`src/rtl/cipher_pkg.sv`:
```
// cipher_pkg: shared constants, default keys, direction encoding and byte transforms
// for the cipher pipeline.
package cipher_pkg;

   localparam logic [7:0] UC_LO = 8'h41;
   localparam logic [7:0] UC_HI = 8'h5A;
   localparam logic [7:0] LC_LO = 8'h61;
   localparam logic [7:0] LC_HI = 8'h7A;

   // key[i] = KEY_DEFAULT[8*i +: 8]
   localparam logic [63:0] KEY_DEFAULT = 64'h0000_0000_007E_493E;

   typedef enum logic [1:0] {
      DIR_NONE  = 2'b00,
      DIR_FWD   = 2'b01,
      DIR_BWD   = 2'b10,
      DIR_NONE2 = 2'b11
   } dir_e;

   function automatic logic [7:0] perm(input logic [7:0] b);
      return {b[0], b[5], b[2], b[6], b[7], b[4], b[3], b[1]};
   endfunction

   function automatic logic [7:0] perm_inv(input logic [7:0] b);
      return {b[3], b[4], b[6], b[2], b[1], b[5], b[0], b[7]};
   endfunction

   function automatic logic [2:0] wrap(input logic [4:0] v, input logic [4:0] n);
      return 3'(v % n);
   endfunction

   // inv flips the shift sense so the decrypt path undoes the encrypt shift
   function automatic logic [7:0] caesar(input logic [7:0] b, input logic [1:0] dir,
                                         input logic [4:0] sh, input logic inv);
      logic [4:0] k;
      logic [7:0] base;
      logic [5:0] off;
      logic       fwd;
      logic       lower;
      logic       letter;
      k      = (sh >= 5'd26) ? sh - 5'd26 : sh;
      fwd    = (dir == DIR_FWD) ^ inv;
      lower  = (b >= LC_LO) && (b <= LC_HI);
      letter = lower || ((b >= UC_LO) && (b <= UC_HI));
      base   = lower ? LC_LO : UC_LO;
      off    = 6'(b - base) + (fwd ? 6'(k) : 6'd26 - 6'(k));
      off    = (off >= 6'd26) ? off - 6'd26 : off;
      return (letter && (dir == DIR_FWD || dir == DIR_BWD)) ? base + 8'(off) : b;
   endfunction

endpackage

```
`src/rtl/cipher_lane.sv`:
```
// cipher_lane: one byte lane of the 3-stage datapath; each stage register keeps the
// controls that later stages still need so a stall freezes the whole beat.
module cipher_lane
   import cipher_pkg::*;
(
   input  logic       clock,
   input  logic       rst,
   input  logic       en_i,
   input  logic       mode_i,
   input  logic [1:0] dir_i,
   input  logic [4:0] shift_i,
   input  logic [7:0] din_i,
   input  logic [2:0] kidx_i,
   input  logic [7:0] key_i,
   output logic [2:0] kidx_o,
   output logic [7:0] dout_o
);

   logic [7:0] s1_q, s1_d, s2_q, s2_d, s3_q, s3_d;
   logic       m1_q, m2_q;
   logic [1:0] dir1_q, dir2_q;
   logic [4:0] sh1_q, sh2_q;
   logic [2:0] kidx1_q;

   always_comb begin
      s1_d = mode_i ? perm_inv(din_i) : caesar(din_i, dir_i, shift_i, 1'b0);
      s2_d = s1_q ^ key_i;
      s3_d = m2_q ? caesar(s2_q, dir2_q, sh2_q, 1'b1) : perm(s2_q);
   end

   always_ff @(posedge clock) begin
      if (rst) begin
         s1_q    <= '0;
         s2_q    <= '0;
         s3_q    <= '0;
         m1_q    <= 1'b0;
         m2_q    <= 1'b0;
         dir1_q  <= '0;
         dir2_q  <= '0;
         sh1_q   <= '0;
         sh2_q   <= '0;
         kidx1_q <= '0;
      end else if (en_i) begin
         s1_q    <= s1_d;
         m1_q    <= mode_i;
         dir1_q  <= dir_i;
         sh1_q   <= shift_i;
         kidx1_q <= kidx_i;
         s2_q    <= s2_d;
         m2_q    <= m1_q;
         dir2_q  <= dir1_q;
         sh2_q   <= sh1_q;
         s3_q    <= s3_d;
      end
   end

   assign kidx_o = kidx1_q;
   assign dout_o = s3_q;

endmodule

```
`src/rtl/cipher_pipe.sv`:
```
// cipher_pipe: LANES-wide 3-stage cipher pipeline with rolling XOR keys; owns the key
// table, key pointer and the valid/ready control shared by all lanes.
module cipher_pipe
   import cipher_pkg::*;
#(
   parameter int LANES = 1,
   parameter int NKEY  = 3
) (
   input  logic               clock,
   input  logic               rst,
   input  logic               mode,
   input  logic [1:0]         direction,
   input  logic [4:0]         shift_num,
   input  logic               in_valid,
   output logic               in_ready,
   input  logic [8*LANES-1:0] din,
   output logic               out_valid,
   input  logic               out_ready,
   output logic [8*LANES-1:0] dout,
   input  logic               key_we,
   input  logic [2:0]         key_idx,
   input  logic [7:0]         key_data,
   input  logic               key_sync
);

   logic [7:0] key_q [8];
   logic [2:0] ptr_q, ptr_d, base;
   logic [2:0] v_q, v_d;
   logic       adv, accept;

   // the whole pipe moves together, so only a full, unread last stage stalls it
   assign adv      = out_ready || !v_q[2];
   assign in_ready = adv && !rst;
   assign accept   = in_valid && in_ready;

   always_comb begin
      base  = key_sync ? 3'd0 : ptr_q;
      ptr_d = accept ? wrap(5'(base) + 5'(LANES), 5'(NKEY)) : base;
      v_d   = adv ? {v_q[1:0], accept} : v_q;
   end

   always_ff @(posedge clock) begin
      if (rst) begin
         v_q   <= '0;
         ptr_q <= '0;
         for (int i = 0; i < 8; i++) key_q[i] <= KEY_DEFAULT[8*i +: 8];
      end else begin
         v_q   <= v_d;
         ptr_q <= ptr_d;
         if (key_we && int'(key_idx) < NKEY) key_q[key_idx] <= key_data;
      end
   end

   for (genvar g = 0; g < LANES; g++) begin : g_lane
      logic [2:0] kq;
      cipher_lane u_lane (
         .clock   (clock),
         .rst     (rst),
         .en_i    (adv),
         .mode_i  (mode),
         .dir_i   (direction),
         .shift_i (shift_num),
         .din_i   (din[8*g +: 8]),
         .kidx_i  (wrap(5'(base) + 5'(g), 5'(NKEY))),
         .key_i   (key_q[kq]),
         .kidx_o  (kq),
         .dout_o  (dout[8*g +: 8])
      );
   end

   assign out_valid = v_q[2];

endmodule

```
`config.mk`:
```
export PLATFORM = sky130hd
export DESIGN_NAME = cipher_pipe
export DESIGN_NICKNAME = d
export VERILOG_FILES = /design/src/rtl/cipher_pkg.sv /design/src/rtl/cipher_lane.sv /design/src/rtl/cipher_pipe.sv
export SDC_FILE = /design/constraint.sdc
export NUM_CORES = 1
export LEC_CHECK = 0
export BUFFER_PORTS_ARGS = -buffer_cell sky130_fd_sc_hd__buf_2
export CAP_MARGIN = 10
export CORE_MARGIN = 5
export CORE_UTILIZATION = 55
export CTS_BUF_LIST = sky130_fd_sc_hd__clkbuf_4
export DETAILED_ROUTE_END_ITERATION = 10
export GPL_TIMING_DRIVEN = 0
export HOLD_SLACK_MARGIN = 0.15
export PLACE_DENSITY = 0.73
export SETUP_SLACK_MARGIN = 0.15
export SLEW_MARGIN = 5
export SYNTH_ARGS = -nofsm -noshare
export SYNTH_HDL_FRONTEND = slang
export SYNTH_SLANG_ARGS = --single-unit
```
`constraint.sdc`:
```
create_clock -name clock -period 8.97 [get_ports clock]
set_clock_uncertainty 0.05 [all_clocks]
set_input_delay 1.794 -clock clock [delete_from_list [all_inputs] [get_ports clock]]
set_output_delay 1.794 -clock clock [all_outputs]
set_load 0.01 [all_outputs]
```
# After elaboration in Yosys (flattened, before gate mapping)
# Memory sizes are Yosys's and may differ from the RTL's. A register that Yosys moved wholly into a read port is not among the register bits.
# Index checks and enable logic that the tools add are counted.
# Widths: inputs -> output; s select.
word_totals:
  reg_bits: 49
  ram_bits: 64
  in_bits: 33
  output_inout_bits: 10
  elab_cells: 87
  n_memories: 1
mem_list:
  columns: ["name", "depth", "width", "read_ports", "rd_ports_with_merged_regs", "write_ports", "line_no", "rtl"]
  rows:
  - ["key_q", 8, 8, 1, 1, 8, "cipher_pipe.sv:26", "logic [7:0] key_q [8];"]
classes:
  addsub: 13
  div_mod_pow: 2
  magnitude_cmp: 13
  n_eq_ne: 4
  muxes: 24
  n_bitwise: 1
  n_reduce_logical: 17
ops:
  columns: ["operator", "n"]
  rows:
  - ["$mux 8", 5]
  - ["$mux 6", 6]
  - ["$ge 8x7->1 const B", 4]
  - ["$le 8x7->1 const B", 4]
  - ["$add 8x6->8", 2]
  - ["$mux 3", 5]
  - ["$add 6x6->6", 2]
  - ["$ge 6x5->1 const B", 2]
  - ["$sub 5x5->6 const A", 2]
  - ["$sub 6x5->6 const B", 2]
  - ["$sub 6x6->6", 2]
  - ["$ge 5x5->1 const B", 2]
  - ["$mux 5", 2]
  - ["$sub 5x5->5 const B", 2]
  - ["$logic_and 1x1->1", 9]
  - ["$reduce_or 8->1", 1]
  - ["$xor 8x8->8", 1]
  - ["$mux 1", 6]
  - ["$logic_or 1x1->1", 5]
  - ["$mod 3x2->5 const B", 1]
  - ["$mod 5x2->5 const B", 1]
  - ["$add 3x1->4 const B", 1]
  - ["$eq 2x1->1 const B", 2]
  - ["$eq 2x2->1 const B", 2]
  - ["2 further kinds", 3]

# Longest topological paths before layout
depth:
  depth_word: 10
  mapped_depth: 24

# Hierarchy
# From an unflattened synthesis, not the netlist that was laid out.
hier_totals:
  cells_unflattened: 689
  hier_area_um2: 7131.8
modules_own_cells:
  columns: ["mod", "n_inst", "cells_each", "area_each_um2"]
  rows:
  - ["cipher_lane", 1, 455, 3631.0]
  - ["cipher_pipe", 1, 234, 3500.9]

# Worst setup path before layout
# OpenSTA, ideal clock, no wires.
synth_path:
  path_kind: "input port to flip-flop"
  startpoint: "input port shift_num[1]"
  endpoint: "register g_lane[0].u_lane.s1_q[7]"
  setup_ns: 0.074
  t_arrival_ns: 5.924
  required_time_ns: 8.846
  slack_ns: 2.921
  path_stages: 23
  path_buffers: 1
  path_cell_list: "inv_1 ha_1 and3b_1 nor2_1 a41oi_1 ha_1 nor2_1 a21oi_1 ha_1 inv_1 ha_1 a21o_1 a21oi_2 o21bai_1 a21oi_1 xnor3_2 buf_6 or2_1 a211oi_1 ha_1 a21oi_1 or3b_1 a31oi_1"
synth_via:
  elab_chain_len: 10
  elab_cells_between_ends: 12
  cone_classes: "add/sub: 5; order compare: 2; mux: 5"
synth_rtl:
  columns: ["element", "line_no", "rtl"]
  rows:
  - ["from (decl)", "cipher_pipe.sv:13", "input logic [4:0] shift_num,"]
  - ["$sub 5x5->5 / $ge 5x5->1 (equally long branches)", "cipher_pkg.sv:41", "k = (sh >= 5'd26) ? sh - 5'd26 : sh;"]
  - ["$mux 5 (*)", "cipher_pkg.sv:41", null]
  - ["$sub 5x5->6", "cipher_pkg.sv:46", "off = 6'(b - base) + (fwd ? 6'(k) : 6'd26 - 6'(k));"]
  - ["$mux 6 (*)", "cipher_pkg.sv:46", null]
  - ["$add 6x6->6 (*)", "cipher_pkg.sv:46", null]
  - ["$sub 6x5->6 / $ge 6x5->1 (equally long branches)", "cipher_pkg.sv:47", "off = (off >= 6'd26) ? off - 6'd26 : off;"]
  - ["$mux 6 (*)", "cipher_pkg.sv:47", null]
  - ["$add 8x6->8 (*)", "cipher_pkg.sv:48", "return (letter && (dir == DIR_FWD || dir == DIR_BWD)) ? base + 8'(off) : b;"]
  - ["$mux 8 (*)", "cipher_pkg.sv:48", null]
  - ["$mux 8 (*)", "cipher_lane.sv:26", "s1_d = mode_i ? perm_inv(din_i) : caesar(din_i, dir_i, shift_i, 1'b0);"]
  - ["to (signal assigned)", "cipher_lane.sv:33", "s1_q <= '0;"]
  - ["to (signal assigned)", "cipher_lane.sv:44", "s1_q <= s1_d;"]
  - ["to (decl)", "cipher_lane.sv:19", "logic [7:0] s1_q, s1_d, s2_q, s2_d, s3_q, s3_d;"]
# Mark *: on every way between the ends. The rest lies on a longest branch, timed or not.
# A chain may end at the register's enable or synchronous reset.

# Worst setup path after layout
layout_path:
  startpoint: "input port shift_num[1]"
  endpoint: "register g_lane[0].u_lane.s1_q[6]"
# The elaborated chain is that of the path after synthesis.

==> impl_metrics.yaml <==
placed_design:
  portBuffers: 41
  hpwl_um: 11600
  place_congestion: 0.862
  post-place-cells: 974
timing:
  maxSlewHeadroom_pct: 46.5
  max_freq_mhz: 153
  fin_setup_tns_ns: 0
  period_needed_ns: 6.52
  worstMarginPinSlew_ns: 0.791
  hold_viol: 0
  rsz0062_at_grt: "false"
  maxSlewViolCount: 0
  period_share_pct: 72.7
  setup_viol: 0
setup_path:
  r2r_start: "g_lane[0].u_lane.sh2_q[2]"
  worstPathArrival_ns: 6.84
  cp-end-kind: "flip-flop"
  critPathKind: "input port to flip-flop"
  r2r_cells: 22
  critPathMaxStageDelay_ns: 0.52
  crit_path_cell_trace: "buf_2, inv_1, ha_1, and3b_1, nor2_1, a41oi_1, ha_1, nor2_1, a21oi_1, ha_1, fa_1, inv_1, a21oi_1, o21bai_1, xor2_1, nand2_1, nand2_2, xnor2_1, ha_1, nand2b_1, mux2i_4, nand3_1, a221oi_1, a211oi_1"
  r2r_end: "g_lane[0].u_lane.dout_o[6]"
  crit_required_ns: 9.29
  critical_path.most_common_cell: "ha_1"
  cpLargestDelayFamily: "adder cells"
  path_buf_inv: 3
  slowest_stage: "xor2_1"
  path_max_fanout: 8
  critPathLaunchType: "input port"
  rrSetupSlack_ns: 4.10
worst_hold_path:
  whs_path_depth: 2
  min_to: "g_lane[0].u_lane.sh2_q[4]"
  hold_path.class: "flip-flop to flip-flop"
  min_from: "g_lane[0].u_lane.sh1_q[4]"
global_routing:
  grtUsageTotal_pct: 21.9
  grt_pass1_wl_um: 25700
  gr-total-overflow: 0
  grt_pass1_vias: 5446
  grt_start_max_net_pins: 17
  antenna_found_initial: 0
clock_tree:
  clock_latency_ns: 0.50
  clk_pin_slew_ns: 0.11
  htreeDepth: 4
  cts_made_buffers: 17
  post_cts_buffers: 0
  cts_tree: "yes"
  cts_resized: 0
  hold_buffers: 0
  clock_path_buffers: 2
  root_buffer: "clkbuf_4"
  cts_sinks: 116
layout:
  area_growth_pct: 12.5
  finalNonFillerCells: 1006
  nets: 894
  n_antenna_cell: 0
  final_layout_size_suffix_gt1_share_pct: 13.9
drt:
  drt-initial-drc-count: 334
  wl_um: 15300
  ant_nets: 0
  viasPerCell: 5.44
  wl_per_cell_um: 15.2
  dr.pass1.iters: 7
  drc: 0
  vias: 5469
floorplan:
  die-area_um2: 15000
  die_h_um: 122
  die_w_um: 122
  coreArea_um2: 12500
  rows: 41
  initial_core_util_pct: 55.6
  io_pins: 43
synthesis:
  ys_ff_latch: 116
  synth-edff-count: 64
  async_flop_share_pct: 0
  ys_types: 73
  synth_area_um2: 6960
  synth_ff_type: "edfxtp_1"
  avgSynthCellArea_um2: 9.67
  synth_seq_area_share_pct: 42.6
  yosys_warnings: 0
  synth_cells: 720
power_and_ir_drop:
  p_leak_nw: 3.12
  total_power_mw: 1.61
  powerDensity_nw_per_um2: 206
  irDropWorstVdd_v: 0.000114
flow_run:
  cap_violations: 0
run_status:
  status: "finished clean"
power by group:
group          leakage (nW)  switching (mW)  total [mW]  internal, mW
clock network         0.150           0.200       0.395         0.194
logic                  1.91           0.345       0.595         0.251
registers              1.06          0.0219       0.624         0.602
synthesized netlist by cell type (all sizes together) (3+ instances only):
| cell | number | share of area [%] |
|---|---|---|
| clkbuf | 32 | 1.7 |
| nand3 | 14 | 1.2 |
| nand4 | 5 | 0.45 |
| nor2 | 47 | 2.5 |
| or4 | 3 | 0.32 |
| dfxtp | 52 | 15 |
| nor3b | 3 | 0.32 |
| a21oi | 64 | 4.7 |
| nand2 | 90 | 4.9 |
| mux4 | 16 | 5.2 |
| o22ai | 5 | 0.45 |
| o211ai | 5 | 0.61 |
| a21o | 4 | 0.43 |
| inv | 52 | 2.8 |
| xnor2 | 28 | 3.5 |
| and3b | 4 | 0.50 |
| o21bai | 3 | 0.32 |
| nand3b | 4 | 0.43 |
| o21a | 6 | 0.76 |
| ha | 38 | 6.8 |
| or2 | 11 | 0.99 |
| o21ai | 32 | 2.4 |
| edfxtp | 64 | 28 |
| nor4 | 4 | 0.36 |
| mux2i | 15 | 2.3 |
| and2 | 14 | 1.3 |
| o31ai | 3 | 0.32 |
| nor2b | 6 | 0.54 |
| a311oi | 3 | 0.38 |
| buf | 4 | 0.32 |
| xor2 | 7 | 0.88 |
| nor3 | 11 | 0.79 |
| a31oi | 4 | 0.36 |
| a211oi | 10 | 1.2 |
| a22oi | 3 | 0.52 |
| nand2b | 20 | 1.8 |
through the flow:
| step | hold slack, ns | worst slack (ns) | util (%) | instance area (um^2) |
|---|---|---|---|---|
| detailed placement | 0.400 | 1.99 | 60.2 | 7540 |
| global route | 0.428 | 2.05 | 62.6 | 7830 |
| floorplan | 0.381 | 2.92 | - | 7110 |
| global placement | 0.388 | 2.13 | 60.1 | 7530 |
| finish | 0.403 | 2.45 | 62.6 | 7830 |
| CTS | 0.408 | 2.56 | 62.6 | 7830 |
worst min-delay path, cell delays in order (launching register included):
cell	delay (ns)
dfxtp_1	0.33
nand2_1	0.05
a21oi_1	0.05
flip-flops by register name, indices dropped and copies added, names as in the netlist, named ones only:
| signal | cells |
|---|---|
| key_q | 64 |
| g_lane.u_lane.dout_o | 8 |
| g_lane.u_lane.s1_q | 8 |
| g_lane.u_lane.s2_q | 8 |
| g_lane.u_lane.sh1_q | 5 |
| g_lane.u_lane.sh2_q | 5 |
| g_lane.u_lane.kidx_o | 3 |
| ptr_q | 3 |
| v_q | 3 |
| g_lane.u_lane.dir1_q | 2 |
| g_lane.u_lane.dir2_q | 2 |
| g_lane.u_lane.m1_q | 1 |
| g_lane.u_lane.m2_q | 1 |
routing by layer:
| layer | share of wire, % | vias to the layer above | global-route usage, % |
|---|---|---|---|
| met4 | 2.2 | 0 | 7.42 |
| met5 | 0 | - | 0 |
| met2 | 49 | 153 | 37.4 |
| met1 | 44 | 2544 | 27.6 |
| li1 | - | 2745 | - |
| met3 | 4.3 | 27 | 4.93 |
cells by family after synthesis:
group                      Yosys count  share of synthesized area, %
AOI/OAI and AO/OA                  159                          14.6
xor gates and xnor gates            37                          5.09
adders and majority gates           40                          7.41
buffers and inverters               88                          4.85
DFF                                116                          42.6
muxes                               33                          7.84
other                                1                        0.0539
and+or+nand+nor                    246                          17.6
worst max-delay path by stage:
stage                      start                       end  slack (ns)  cells after the start
detailed placement  shift_num[1]  g_lane[0].u_lane.s1_q[6]        1.99                     24
finish              shift_num[1]  g_lane[0].u_lane.s1_q[6]        2.45                     24
floorplan           shift_num[1]  g_lane[0].u_lane.s1_q[7]        2.92                     23
global placement    shift_num[1]  g_lane[0].u_lane.s1_q[6]        2.13                     24
CTS                 shift_num[1]  g_lane[0].u_lane.s1_q[6]        2.56                     24
global route        shift_num[1]  g_lane[0].u_lane.s1_q[6]        2.05                     24
area by class of cell:
cell class	instances	area, um^2
timing repair buffer	43	215
inverter	52	195
buffer	36	143
clock buffer	18	135
clock inverter	14	160
sequential	116	2960
fill	1092	4690
multi-input combinational	555	3800
tap	172	215
cells in the final DEF (no fill, tap or decap), types with 4 or more instances in the layout:
cell and n:
a21oi_1 63, nand2b_1 20, inv_1 52, clkbuf_1 32
o21ai_0 26, mux4_2 16, and3b_1 4, nor2b_1 6
nor3_1 11, nand2_1 89, and2_1 14, ha_1 38
dfxtp_1 52, clkinvlp_4 4, nand3b_1 4, o21ai_1 5
mux2i_1 14, buf_2 43, a31oi_1 4, a211oi_1 9
xor2_1 7, clkbuf_4 18, nor4_1 4, xnor2_1 28
o21a_1 5, nor2_1 47, edfxtp_1 64, nand4_1 5
or2_2 10, conb_1 40, a21o_1 4, nand3_1 13
o22ai_1 5, o211ai_1 4
(Power assumes the default switching activity.)
